--- config.mk ---
export PLATFORM = sky130hd
export DESIGN_NAME = uart_rx
export DESIGN_NICKNAME = d
export VERILOG_FILES = /design/src/rtl/uart_rx_pkg.sv /design/src/rtl/uart_rx_sync.sv /design/src/rtl/uart_rx.sv
export SDC_FILE = /design/constraint.sdc
export NUM_CORES = 1
export LEC_CHECK = 0
export ABC_AREA = 1
export ABC_CLOCK_PERIOD_IN_PS = 1750
export CORE_ASPECT_RATIO = 0.6
export CORE_MARGIN = 2
export CORE_UTILIZATION = 58
export DETAILED_ROUTE_END_ITERATION = 12
export PLACE_DENSITY = 0.79
export SLEW_MARGIN = 10
export SYNTH_ARGS = -nofsm -noshare
export SYNTH_HDL_FRONTEND = slang
export SYNTH_SLANG_ARGS = --single-unit
--- constraint.sdc ---
create_clock -name clk -period 1.75 [get_ports clk]
set_input_delay 0.35 -clock clk [delete_from_list [all_inputs] [get_ports clk]]
set_output_delay 0.35 -clock clk [all_outputs]
set_load 0.02 [all_outputs]
--- src/rtl/uart_rx_pkg.sv ---
// Shared UART frame constants and receiver state encodings.
// Frame format is 8N1, LSB first, idle high, matching the transmitter.
package uart_rx_pkg;

  localparam int DATA_BITS_N      = 8;
  localparam int CLKS_PER_BIT_DEF = 5208;

  localparam logic [2:0] IDLE       = 3'd0;
  localparam logic [2:0] START_BIT  = 3'd1;
  localparam logic [2:0] DATA_BITS  = 3'd2;
  localparam logic [2:0] STOP_BIT   = 3'd3;
  localparam logic [2:0] BREAK_WAIT = 3'd4;

endpackage

--- src/rtl/uart_rx_sync.sv ---
// Two-flop synchroniser for an asynchronous, idle-high input.
// Both stages reset to 1 so a reset never looks like a falling edge.
module uart_rx_sync (
  input  logic clk,
  input  logic rst,
  input  logic d,
  output logic q
);

  logic meta;

  // NOTE: sequential state uses non-blocking assignments so both stages
  // sample the pre-edge values and form a true two-stage pipeline.
  always_ff @(posedge clk) begin
    if (rst) begin
      meta <= 1'b1;
      q    <= 1'b1;
    end else begin
      meta <= d;
      q    <= meta;
    end
  end

endmodule

--- src/rtl/uart_rx.sv ---
// UART receiver: resynchronises the line, finds the start bit, samples at
// mid-bit and emits one-cycle valid / framing-error strobes.
module uart_rx
  import uart_rx_pkg::*;
#(
  parameter int CLKS_PER_BIT = CLKS_PER_BIT_DEF
) (
  input  logic       clk,
  input  logic       rx_rst,
  input  logic       rx_serial_in,
  output logic [7:0] rx_data_out,
  output logic       rx_valid,
  output logic       rx_busy,
  output logic       rx_frame_err
);

  localparam int         HALF_BIT  = CLKS_PER_BIT / 2;
  localparam logic [12:0] HALF_LAST = 13'(HALF_BIT - 1);
  localparam logic [12:0] BIT_LAST  = 13'(CLKS_PER_BIT - 1);
  localparam logic [2:0]  LAST_IDX  = 3'(DATA_BITS_N - 1);

  logic        rx_sync;
  logic [2:0]  state;
  logic [12:0] clk_count;
  logic [2:0]  bit_index;
  logic [7:0]  shift_reg;

  uart_rx_sync u_sync (
    .clk (clk),
    .rst (rx_rst),
    .d   (rx_serial_in),
    .q   (rx_sync)
  );

  assign rx_busy = (state != IDLE);

  always_ff @(posedge clk) begin
    if (rx_rst) begin
      // NOTE: the shift register is a handful of flops, not a memory, so it
      // is reset along with everything else to give a fully known state.
      state        <= IDLE;
      clk_count    <= '0;
      bit_index    <= '0;
      shift_reg    <= '0;
      rx_data_out  <= '0;
      rx_valid     <= 1'b0;
      rx_frame_err <= 1'b0;
    end else begin
      // Strobes default low so every pulse lasts exactly one cycle.
      rx_valid     <= 1'b0;
      rx_frame_err <= 1'b0;
      case (state)
        IDLE: begin
          clk_count <= '0;
          bit_index <= '0;
          if (!rx_sync) state <= START_BIT;
        end
        START_BIT: begin
          if (clk_count == HALF_LAST) begin
            clk_count <= '0;
            state     <= rx_sync ? IDLE : DATA_BITS;
          end else begin
            clk_count <= clk_count + 13'd1;
          end
        end
        DATA_BITS: begin
          if (clk_count == BIT_LAST) begin
            clk_count            <= '0;
            shift_reg[bit_index] <= rx_sync;
            if (bit_index == LAST_IDX) begin
              bit_index <= '0;
              state     <= STOP_BIT;
            end else begin
              bit_index <= bit_index + 3'd1;
            end
          end else begin
            clk_count <= clk_count + 13'd1;
          end
        end
        STOP_BIT: begin
          if (clk_count == BIT_LAST) begin
            clk_count <= '0;
            if (rx_sync) begin
              rx_data_out <= shift_reg;
              rx_valid    <= 1'b1;
              state       <= IDLE;
            end else begin
              rx_frame_err <= 1'b1;
              state        <= BREAK_WAIT;
            end
          end else begin
            clk_count <= clk_count + 13'd1;
          end
        end
        // A held-low line must return high before another frame may start.
        BREAK_WAIT: begin
          if (rx_sync) state <= IDLE;
        end
        default: state <= IDLE;
      endcase
    end
  end

endmodule
==> results.sh <==
export IMPL_status="complete, no violations"
export IMPL_io_pins=14
export IMPL_postRouteAntennaNets=0
export IMPL_dp_cells=369
export IMPL_placed_area_um2=2270
export IMPL_track_usage=0.268
export IMPL_synth_flop_cell="dfxtp_1"
export IMPL_setup_violations=0
export IMPL_yosys_warnings=0
export IMPL_rsz0062_at_grt="yes"
export IMPL_worstSetupEndpoint="rx_busy"
export IMPL_n_antenna_cell=0
export IMPL_period_share=0.933
export IMPL_synth_seq_cells=39
export IMPL_cts_max_path_buffers=2
export IMPL_arrival_ns=1.28
export IMPL_yosysSeqAreaShare=0.377
export IMPL_synth_area_top_cells="dfxtp_1 38%, nand2_1 15%, nor2_1 10%, inv_1 6.0%, nand3_1 4.8%"
export IMPL_cellPowerDensity_nw_per_um2=1160
export IMPL_fin_nets=343
export IMPL_core_um2=3320
export IMPL_h_tree_depth=2
export IMPL_slew_headroom=0.798
export IMPL_viasPerCell=5.27
export IMPL_r2r_end="clk_count[3]"
export IMPL_syn_num_nets=317
export IMPL_ff2ff_setup_slack_ns=0.15
export IMPL_clockPowerShare=0.315
export IMPL_syn_area_per_cell_um2=6.65
export IMPL_fin_skew_ns=0.0104
export IMPL_crit_type="flip-flop to output pin"
export IMPL_dieArea_um2=4080
export IMPL_rows=16
export IMPL_clk_pin_slew_ns=0.08
export IMPL_end_kind="output pin"
export IMPL_yosysTopAreaCell="dfxtp_1"
export IMPL_dp_hpwl_mm=3.61
export IMPL_worst_pin_slew_ns=0.300
export IMPL_drc=0
export IMPL_antenna_found_initial=0
export IMPL_synth_distinct_cells=31
export IMPL_net_switching_power_uw=1030
export IMPL_cap_viol_max_count=0
export IMPL_layoutNonFillerInstCount=383
export IMPL_synth_async_reset_ratio=0
export IMPL_nFillCells=304
export IMPL_cp_required_ns=1.40
export IMPL_p_leak_uw=0.00109
export IMPL_chipWidth_um=81.1
export IMPL_layout_drive_gt1_share=0.112
export IMPL_utilization=0.737
export IMPL_grt_first_pass_wirelength_mm=8.23
export IMPL_die_y_um=50.3
export IMPL_vias=2018
export IMPL_area_delta_synth_final_pct=18.5
export IMPL_hold_violations=0
export IMPL_power_frac_comb=0.321
export IMPL_io_buffers=13
export IMPL_start_util=0.622
export IMPL_p_int_uw=1810
export IMPL_routed_wl_mm=4.97
export IMPL_sw_frac_of_total=0.363
export IMPL_ir_drop_mv=1.06
export IMPL_cts_sinks=39
export IMPL_grt_max_degree=19
export IMPL_cp_startpoint="state[1]"
export IMPL_maxSlewViolCount=0
export IMPL_cts_buffers=5
export IMPL_finalCriticalPeriod_ns=1.63
export IMPL_synthCells=311
export IMPL_gp_congestion=0.970
export IMPL_first_pass_iters=4
export IMPL_p_seq_frac=0.364
export IMPL_r2r_cells=8
export IMPL_grt_pass1_vias=1741
export IMPL_fmax_mhz=613
export IMPL_fin_ws_ns=0.118
export IMPL_cts_hold_buffers=0
export IMPL_synth_area_um2=2070
export IMPL_synth_most_common_cell="nand2_1"
export IMPL_wl_per_cell_um=13.0
export IMPL_synth_cells_most_frequent="82 x nand2_1, 56 x nor2_1, 39 x dfxtp_1, 33 x inv_1, 20 x nand3_1"
export IMPL_grt_ovfl_total=0
export IMPL_r2r_start="clk_count[0]"
export IMPL_largest_register_ffs=13
export IMPL_cp_start_kind="flip-flop"
export IMPL_clockRootBuffer="clkbuf_8"
export IMPL_cts_tree="done"
export IMPL_clk_latency_ns=0.30
export IMPL_synth_top_cell_area_share=0.377
export IMPL_synth_edf_count=0
export IMPL_fin_area_um2=2450
export IMPL_hp_class="flip-flop to flip-flop"
export IMPL_drt_first_iter_violations=189
export IMPL_cp_max_fo=4
export IMPL_dp_worst_setup_slack_ns=0.0838
-- layout by cell type, fill, tap and decap left out, drive strengths merged, types with 2 or more instances in the layout --
cell type	synthesis	final
nor2	61	62
bufinv	0	2
clkbuf	2	6
nand2	86	86
ha	3	3
inv	37	37
buf	5	12
clkdlybuf4s50	0	12
or2	2	2
nor3	3	3
dfxtp	39	39
o211ai	4	4
a21oi	19	19
xor2	2	2
o21ai	12	12
nand4	11	11
nand3	21	21
-- per-stage QoR --
| step | TNS, ns | total power (uW) | hold WS, ns |
|---|---|---|---|
| floorplan | 0 | 1730 | 0.389 |
| global placement | 0 | 1940 | 0.391 |
| detailed placement | 0 | 1960 | 0.398 |
| CTS | 0 | 2830 | 0.414 |
| global route | -0.218 | 3020 | 0.453 |
| finish | 0 | 2840 | 0.414 |
-- power groups by stage --
stage          registers (uW)  clock network (uW)  logic [uW]
2_1_floorplan            1050                   0         684
3_3_place_gp             1050                   0         898
3_5_place_dp             1050                   0         913
4_1_cts                  1030                 897         905
5_1_grt                  1040                 936        1040
6_report                 1030                 897         914
-- critical path: stages (launching register included) --
cell	delay, ns
dfxtp_1	0.40
inv_1	0.09
nand2_1	0.14
dlygate4sd2_1	0.35
-- cell families (layout without fill, tap and decap cells) --
family	count (synthesis)	in the layout	share of synthesized area
AOI/OAI and AO/OA	37	37	0.0962
and+or+nand+nor	186	187	0.407
DFF	39	39	0.377
xor gates and xnor gates	2	2	0.00847
buffers and inverters	44	70	0.0926
adders and majority gates	3	3	0.0182
-- worst min-delay path by stage --
| stage | startpoint | endpoint | depth (start not counted) | slack [ns] |
|---|---|---|---|---|
| after CTS | u_sync.meta | u_sync.q | 1 | 0.41 |
| after floorplan | u_sync.meta | u_sync.q | 1 | 0.39 |
| after global placement | u_sync.meta | u_sync.q | 1 | 0.39 |
| after global routing | u_sync.meta | u_sync.q | 1 | 0.45 |
| final | u_sync.meta | u_sync.q | 1 | 0.41 |
| after detailed placement | u_sync.meta | u_sync.q | 1 | 0.40 |
-- layout make-up --
cell class / instances / area (um2) / share of cell area
flip-flops and latches: 39 / 781 / 0.319
inverters: 37 / 144 / 0.0587
multi-input cells: 229 / 1100 / 0.451
clock buffers: 6 / 72.6 / 0.0296
repair buffers: 25 / 231 / 0.0945
well taps: 45 / 56.3 / 0.0230
clock inverters: 2 / 60.1 / 0.0245
-- per-layer routing --
metal | wire length (um) | share of wire | up-vias | global-route usage
li1 | - | - | 1047 | -
met1 | 2630 | 0.53 | 904 | 0.402
met2 | 1920 | 0.39 | 60 | 0.369
met3 | 371 | 0.075 | 7 | 0.0755
met4 | 51 | 0.010 | 0 | 0.0791
met5 | 0 | 0 | - | 0
-- what timing repair did --
item / 4_1_cts / 5_1_grt
gates cloned: 0 / 1
buffers inserted: 0 / 5
setup endpoints to repair: 1 / 15
pin swaps: 0 / 1
resized for setup: 1 / 1
(Power assumes the default switching activity.)
